==> config.mk <==
export PLATFORM = sky130hd
export DESIGN_NAME = mem_arbiter
export DESIGN_NICKNAME = d
export VERILOG_FILES = /design/src/rtl/mips_pkg.sv /design/src/rtl/mem_arb_sel.sv /design/src/rtl/mem_arbiter.sv
export SDC_FILE = /design/constraint.sdc
export NUM_CORES = 1
export LEC_CHECK = 0
export BUFFER_PORTS_ARGS = -buffer_cell sky130_fd_sc_hd__buf_4
export CAP_MARGIN = 25
export CORE_AREA = 2 2 134 136
export DETAILED_ROUTE_END_ITERATION = 12
export DIE_AREA = 0 0 136 138
export GPL_TIMING_DRIVEN = 1
export SLEW_MARGIN = 25
export SYNTH_ARGS = -nofsm -noshare
export SYNTH_HDL_FRONTEND = slang
export SYNTH_SLANG_ARGS = --single-unit
==> constraint.sdc <==
create_clock -name clk1 -period 5.8 [get_ports clk1]
set_input_delay 0.29 -clock clk1 [delete_from_list [all_inputs] [get_ports clk1]]
set_output_delay 0.29 -clock clk1 [all_outputs]
set_load 0.01 [all_outputs]
==> src/rtl/mips_pkg.sv <==
// Shared constants, FSM state type and request payload for the shared-memory arbiter.
package mips_pkg;

  localparam int unsigned DEPTH     = 1024;
  localparam int unsigned AGE_LIMIT = 3;

  localparam int unsigned NPORT = 3;
  localparam int unsigned AW    = 10;
  localparam int unsigned DW    = 32;
  localparam int unsigned AGE_W = 2;

  // Requester indices into grant/request vectors
  localparam int unsigned LD = 0;
  localparam int unsigned DM = 1;
  localparam int unsigned IF = 2;

  typedef enum logic [1:0] {
    IDLE   = 2'd0,
    ACCESS = 2'd1,
    RESP   = 2'd2
  } state_t;

  typedef struct packed {
    logic [DW-1:0] addr;
    logic          we;
    logic [DW-1:0] wdata;
  } req_t;

endpackage

==> src/rtl/mem_arb_sel.sv <==
// Fixed-priority winner select with a fetch-starvation override.
module mem_arb_sel
  import mips_pkg::NPORT, mips_pkg::AGE_W, mips_pkg::LD, mips_pkg::DM, mips_pkg::IF;
#(
  parameter int unsigned AGE_LIMIT = mips_pkg::AGE_LIMIT
) (
  input  logic [NPORT-1:0] req,
  input  logic [AGE_W-1:0] age,
  output logic [NPORT-1:0] win
);

  // ld > aged fetch > dm > fetch
  always_comb begin
    win = '0;
    if (req[LD]) begin
      win[LD] = 1'b1;
    end else if (req[IF] && (age == AGE_W'(AGE_LIMIT))) begin
      win[IF] = 1'b1;
    end else if (req[DM]) begin
      win[DM] = 1'b1;
    end else if (req[IF]) begin
      win[IF] = 1'b1;
    end
  end

endmodule

==> src/rtl/mem_arbiter.sv <==
// Three-port arbiter (loader, data, fetch) in front of a single-port SRAM with 1-cycle read latency.
module mem_arbiter
  import mips_pkg::state_t, mips_pkg::IDLE, mips_pkg::ACCESS, mips_pkg::RESP,
         mips_pkg::req_t, mips_pkg::NPORT, mips_pkg::AGE_W, mips_pkg::AW, mips_pkg::DW,
         mips_pkg::LD, mips_pkg::DM, mips_pkg::IF;
#(
  parameter int unsigned DEPTH     = mips_pkg::DEPTH,
  parameter int unsigned AGE_LIMIT = mips_pkg::AGE_LIMIT
) (
  input  logic          clk1,
  input  logic          rst,
  input  logic          halted,
  input  logic          ld_req,
  input  logic [DW-1:0] ld_addr,
  input  logic          ld_we,
  input  logic [DW-1:0] ld_wdata,
  output logic          ld_gnt,
  output logic          ld_rvalid,
  output logic [DW-1:0] ld_rdata,
  input  logic          dm_req,
  input  logic [DW-1:0] dm_addr,
  input  logic          dm_we,
  input  logic [DW-1:0] dm_wdata,
  output logic          dm_gnt,
  output logic          dm_rvalid,
  output logic [DW-1:0] dm_rdata,
  input  logic          if_req,
  input  logic [DW-1:0] if_addr,
  output logic          if_gnt,
  output logic          if_rvalid,
  output logic [DW-1:0] if_rdata,
  output logic          mem_en,
  output logic          mem_we,
  output logic [AW-1:0] mem_addr,
  output logic [DW-1:0] mem_wdata,
  input  logic [DW-1:0] mem_rdata,
  output logic          addr_err
);

  state_t           state_q, state_d;
  logic [AGE_W-1:0] age_q, age_d;
  logic [NPORT-1:0] elig, win;
  logic [NPORT-1:0] gnt_q, gnt_d, rvalid_q, rvalid_d;
  logic             oor_q, oor_d;
  logic             mem_en_q, mem_en_d, mem_we_q, mem_we_d;
  logic             addr_err_q, addr_err_d;
  logic [AW-1:0]    mem_addr_q, mem_addr_d;
  logic [DW-1:0]    mem_wdata_q, mem_wdata_d;
  req_t             pick;
  logic             pick_oor;

  always_comb begin
    elig     = '0;
    elig[LD] = ld_req & halted;
    elig[DM] = dm_req;
    elig[IF] = if_req;
  end

  mem_arb_sel #(.AGE_LIMIT(AGE_LIMIT)) u_sel (
    .req (elig),
    .age (age_q),
    .win (win)
  );

  // Winner payload mux; fetch is read-only
  always_comb begin
    pick.addr  = if_addr;
    pick.we    = 1'b0;
    pick.wdata = '0;
    if (win[LD]) begin
      pick.addr  = ld_addr;
      pick.we    = ld_we;
      pick.wdata = ld_wdata;
    end else if (win[DM]) begin
      pick.addr  = dm_addr;
      pick.we    = dm_we;
      pick.wdata = dm_wdata;
    end
  end

  assign pick_oor = (pick.addr >= DW'(DEPTH));

  always_comb begin
    state_d     = state_q;
    age_d       = age_q;
    oor_d       = oor_q;
    gnt_d       = '0;
    rvalid_d    = '0;
    mem_en_d    = 1'b0;
    mem_we_d    = 1'b0;
    mem_addr_d  = '0;
    mem_wdata_d = '0;
    addr_err_d  = 1'b0;
    if (!if_req) begin
      age_d = '0;
    end
    case (state_q)
      IDLE: begin
        if (|win) begin
          state_d     = ACCESS;
          gnt_d       = win;
          oor_d       = pick_oor;
          mem_en_d    = ~pick_oor;
          mem_we_d    = pick.we;
          mem_addr_d  = pick.addr[AW-1:0];
          mem_wdata_d = pick.wdata;
          addr_err_d  = pick_oor;
          if (win[IF]) begin
            age_d = '0;
          end else if (if_req && (age_q != AGE_W'(AGE_LIMIT))) begin
            age_d = age_q + AGE_W'(1);
          end
        end
      end
      // mem_we_q still holds the latched write flag during ACCESS
      ACCESS: begin
        if (mem_we_q) begin
          state_d = IDLE;
        end else begin
          state_d  = RESP;
          rvalid_d = gnt_q;
        end
      end
      RESP:    state_d = IDLE;
      default: state_d = IDLE;
    endcase
  end

  always_ff @(posedge clk1) begin
    if (rst) begin
      state_q     <= IDLE;
      age_q       <= '0;
      oor_q       <= 1'b0;
      gnt_q       <= '0;
      rvalid_q    <= '0;
      mem_en_q    <= 1'b0;
      mem_we_q    <= 1'b0;
      mem_addr_q  <= '0;
      mem_wdata_q <= '0;
      addr_err_q  <= 1'b0;
    end else begin
      state_q     <= state_d;
      age_q       <= age_d;
      oor_q       <= oor_d;
      gnt_q       <= gnt_d;
      rvalid_q    <= rvalid_d;
      mem_en_q    <= mem_en_d;
      mem_we_q    <= mem_we_d;
      mem_addr_q  <= mem_addr_d;
      mem_wdata_q <= mem_wdata_d;
      addr_err_q  <= addr_err_d;
    end
  end

  assign ld_gnt    = gnt_q[LD];
  assign dm_gnt    = gnt_q[DM];
  assign if_gnt    = gnt_q[IF];
  assign ld_rvalid = rvalid_q[LD];
  assign dm_rvalid = rvalid_q[DM];
  assign if_rvalid = rvalid_q[IF];

  // SRAM data arrives during RESP, so read data is a gated pass-through
  assign ld_rdata = (rvalid_q[LD] && !oor_q) ? mem_rdata : '0;
  assign dm_rdata = (rvalid_q[DM] && !oor_q) ? mem_rdata : '0;
  assign if_rdata = (rvalid_q[IF] && !oor_q) ? mem_rdata : '0;

  // Keep the SRAM from committing an access on the edge that resets the arbiter
  assign mem_en    = mem_en_q & ~rst;
  assign mem_we    = mem_we_q & ~rst;
  assign mem_addr  = mem_addr_q;
  assign mem_wdata = mem_wdata_q;
  assign addr_err  = addr_err_q;

endmodule

* Word level (Yosys, flattened, before mapping)
Cells that the tools add are included.
** Operators by class
- $add $sub $neg :: 1
- Equality and inequality tests :: 4
- Mux-type cells :: 20
- Bitwise operators :: 8
- Reductions and logical operators :: 11
- $lt $le $gt $ge :: 1
** Operator list (count)
- 65-bit 2-to-1 mux :: 2
- 32-bit 2-to-1 mux :: 3
- 32-bit by 11-bit greater-or-equal comparator with 1-bit output, second input constant :: 1
- 2-bit 2-to-1 mux :: 8
- 3-bit OR reduction :: 3
- 1-bit 2-to-1 mux :: 6
- 1-bit logical AND :: 5
- 1-bit NOT :: 5
- 2-bit != test, second input constant :: 2
- 2-bit case mux with 2 select lines :: 1
- 1-bit AND :: 3
- 2-bit by 1-bit adder with 2-bit output, second input constant :: 1
- 2-bit by 1-bit == test with 1-bit output, second input constant :: 1
- 2-bit == test, second input constant :: 1
- 2-bit zero test :: 1
- 2-bit AND reduction :: 1
- 1-bit zero test :: 1
** Word-level totals
- Output and inout bits :: 147
- Bits in registers :: 56

* Longest topological paths before layout
- Depth after elaboration :: 8
- Depth in mapped cells :: 7

* By module
From an unflattened synthesis, not the netlist that was laid out.
** Unflattened totals
- Cell total of the unflattened synthesis :: 315
- Area, all modules :: 2793.9 µm²
** Modules (own cells, without submodules)
- mem_arbiter :: cells an instance 309, instances 1, area an instance 2752.6 µm², seq. area each 1121.1 µm²
- mem_arb_sel :: cells an instance 6, instances 1, area an instance 41.3 µm², seq. area each 0.0 µm²

* Worst setup path after synthesis
No wires, ideal clock.
- Kind :: register to register
- Start :: reg age_q[0]
- End :: reg addr_err_q, in the netlist addr_err
- Stages on the path, launching flop included :: 8
- Data required time :: 5.685 ns
- Data arrival time :: 1.700 ns
- Path buffers :: 1
- Path slack :: 3.985 ns
- Clock period less this slack :: 1.815 ns
- Path through :: dfxtp_1 ha_1 a21bo_1 buf_2 or4_1 a31oi_1 nand4_1 and2_1
** On the way
- Longest elaborated chain between the ends :: 7
- Elaborated cells on any way between the ends :: 11
** Ends and longest elaborated chain
- start: declaration :: line mem_arbiter.sv:41 : logic [AGE_W-1:0] age_q, age_d;
- start signal: assignment :: line mem_arbiter.sv:143 : age_q <= age_d;
- 2-bit == test * :: line mem_arb_sel.sv:17 : end else if (req[IF] && (age == AGE_W'(AGE_LIMIT))) begin
- 1-bit logical AND * :: line mem_arb_sel.sv:17
- 1-bit 2-to-1 mux :: line mem_arb_sel.sv:17
- 2-bit 2-to-1 mux * :: line mem_arb_sel.sv:15 : if (req[LD]) begin
- 65-bit 2-to-1 mux or 3-bit OR reduction (tied branches) :: line mem_arbiter.sv:74, mem_arbiter.sv:99
- 65-bit 2-to-1 mux or 1-bit NOT (tied branches)
- 32-bit by 11-bit greater-or-equal comparator with 1-bit output or 3-bit OR reduction (tied branches)
- end signal: assignment :: line mem_arbiter.sv:151 : addr_err_q <= addr_err_d;
- end: declaration :: line mem_arbiter.sv:46 : logic addr_err_q, addr_err_d;
Mark *: on every way between the ends. The rest lies on a longest branch, timed or not.
A chain may end at the register's enable or synchronous reset.

* Worst setup path in the final report
Ends and elaborated chain as after synthesis.

==> impl_results.md <==
- Core Region: 17500 sq um
- Worst-path cell chain: ha_1, a21bo_1, or4_1, a31oi_1, nand4_1, and2_1
- DRT Wirelength: 12.8 mm
- CTS max path bufs: 2
- FP Rows: approximately 50
- Netlist Area Pre-Place: 2760 sq um
- Final TNS setup: 0 ns
- DIE AREA: 18800 sq um
- Crit path required time: 6.00 ns
- Relative slew margins: roughly 34%
- Non-filler instance count after layout: 883
- IO Count: 347
- DP HPWL: 10.8 mm
- Most used DFF post-synth: dfxtp_1
- Tcrit/Tclk final: about two fifths
- Synth top area cells: dfxtp_1 (41%), and2_1 (23%), a22o_1 (10%), a311oi_1 (3.2%), nand2_1 (3.1%)
- Layout filler cell count: 1841
- Global route overflow: 0
- Max Clk Rate: around 450 MHz
- CTS buffer count: 5
- RSZ-0062 raised after global routing: no
- CP endpoint kind: register
- WL/cell: 14.4 um
- Synth area leader: dfxtp_1
- CP peak stage delay: 0.49 ns
- Hold_buf cts: 0
- Slowest CP cell: or4_1
- RD Place Congestion: 0.763
- Worst-margin pin slew: 0.990 ns
- Synth async-reset ratio: 0%
- CP max FO: 16
- Arr. time, crit path: 2.41 ns
- Avg Vias per Cell: 3.99
- Clock Sinks: 56
- Most common cell after layout, fill and taps aside: buf_4
- Via count: 3525
- Comb pwr share: a little under a quarter
- Pwr Density: between 150 and 200 nW/um^2
- Vias in the first global route: between 3000 and 4000
- Initial DRC count: 77
- Setup CP Type: register to register
- Status: finished, final reports clean
- Clk_skew: around 0.0059 ns
- Wire length of the first global-routing pass: about 18 mm
- Most frequent cells in the layout: buf_4 (351), and2_1 (101), dfxtp_1 (56)
- Post-synth EDFFs: 0
- Peak supply drop: 0.000114 V
- GRT Util Overall: around an eighth
- Resized Gates After CTS: 0
- Internal power: 705 uW
- Root Buffer: clkbuf_16
- Period minus WS final: 2.21 ns
- Initial antenna violation count: 0
- Layout area overhead: 107%
- Clk_lat worst skew: 0.30 ns
- Hold Crit Class: input port to register
- Number of setup buffers added after CTS: 0
- DR pass1 iterations: 4
- Die Y: 138 um
- Slew Limit Fails: 0
- Port Buffer Count: 346
- Post-synth top area share: 40.6%
- CTS tree: yes
- Sw Share: ~26%
- Clk slew on worst S/H paths: about 0.08 ns
- Die W: 136 um
- Worst setup SP type: register
- Largest net degree at the start of global routing: 35
- Final nets: 854
- Synth unique cells: 34
- Gate Count Post-Synth: 318
- Share of layout cells above drive strength 1: ~56%
- Syn_nets: 519
- Initial Util: 15.8%
- Avg Cell Area, Syn: 8.69 sq um
- Final Hold Vio Count: 0
- Dpl cells: 875
- Remaining antenna violation count: 0
- Clock network fraction of total power: between 30% and 40%
- Warnings, synthesis: 0
- Max H-tree Level: 2
- Sequential cell area: about 1100 sq um
- Setup violations, final: 0
- Max-cap viol count: 0
- Static Leak: ~0.003 uW
- Synthesized flop and latch total: 56
- Diodes inserted: 0
- Multi-input logic area: 1520 sq um
- Seq pwr share: between 40% and 50%
- Sequential fraction of the synthesis area: 40.6%
- Psw: 245 uW
- Residual DRC: 0
-- metrics by stage --
stage / setup slack, ns / hold WS [ns] / utilization [%] / total power, uW / cell area (sq um)
floorplan: 3.99 / 0.363 / - / 486 / 2760
global placement: 3.43 / 0.454 / 31.8 / 644 / 5570
detailed placement: 3.36 / 0.454 / 31.8 / 646 / 5570
CTS: 3.61 / 0.183 / 32.6 / 966 / 5720
global route: 3.47 / 0.182 / 32.6 / 994 / 5720
finish: 3.59 / 0.193 / 32.6 / 950 / 5720
-- power by group through the flow --
stage / combinational, uW / clock (uW) / sequential (uW)
after floorplan: 53.3 / 0 / 433
after global placement: 219 / 0 / 425
after detailed placement: 220 / 0 / 425
after CTS: 221 / 329 / 417
after global routing: 236 / 340 / 418
final: 218 / 316 / 416
-- cell families (layout without fill, tap and decap cells) --
group / Yosys count / in the layout / share of synthesized area, %
AND/OR/NAND/NOR: 180 / 180 / 37.4
AO/OA/AOI/OAI: 56 / 56 / 17.1
flip-flops: 56 / 56 / 40.6
buffers and inverters: 25 / 361 / 4.48
adder cells (fa/ha/maj): 1 / 1 / 0.453
-- worst paths after layout --
path	slack (ns)	end	startpoint	cells after the start
worst min-delay path	0.19	mem_wdata[4]$_SDFF_PP0_	ld_wdata[4]	2
worst max-delay path	3.59	addr_err$_SDFF_PP0_	age_q[0]$_SDFF_PP0_	6
worst max register to register	3.59	addr_err$_SDFF_PP0_	age_q[0]$_SDFF_PP0_	6
worst min register to register	0.47	rvalid_q[0]$_SDFF_PP0_	gnt_q[0]$_SDFF_PP0_	1
-- registers in the layout, summed over array words and instances, names as in the netlist --
register	cells
mem_wdata	32
mem_addr	10
gnt_q	3
rvalid_q	3
age_q	2
state_q	2
addr_err	1
mem_en_q	1
mem_we_q	1
oor_q	1
-- layer usage --
metal	track usage (%)	share of wire, %
met5	0	0
met4	3.56	1.5
met3	3.19	10
met1	13.2	36
met2	23.7	52
-- worst max-delay path: cells and delay by family (launching register included) --
kind / cells / cell delay, ns
AO/OA/AOI/OAI: 2 / 0.71
adder cells (fa/ha/maj): 1 / 0.26
flip-flops: 1 / 0.33
AND/OR/NAND/NOR: 3 / 0.81
-- layout make-up --
type                            instances  area share (%)
Inverter                                2           0.131
Sequential cell                        56            19.6
Clock inverter                          3           0.459
Multi-Input combinational cell        237            26.6
Tap cell                              229            5.01
Timing Repair Buffer                  351            46.0
Clock buffer                            5            2.19
-- cell usage after synthesis (2+ instances only) --
master,count
nand3_1,2
dfxtp_1,56
a22o_1,33
a21oi_1,3
inv_1,2
nor2b_1,5
nor3_1,5
nand2b_1,2
nand4_1,6
buf_2,6
or4_1,2
clkbuf_1,13
nand2_1,23
a311oi_1,10
and2_1,101
nor4_1,12
o21ai_0,2
nor2_1,17
buf_6,3
Power figures use the tool's default switching activity.
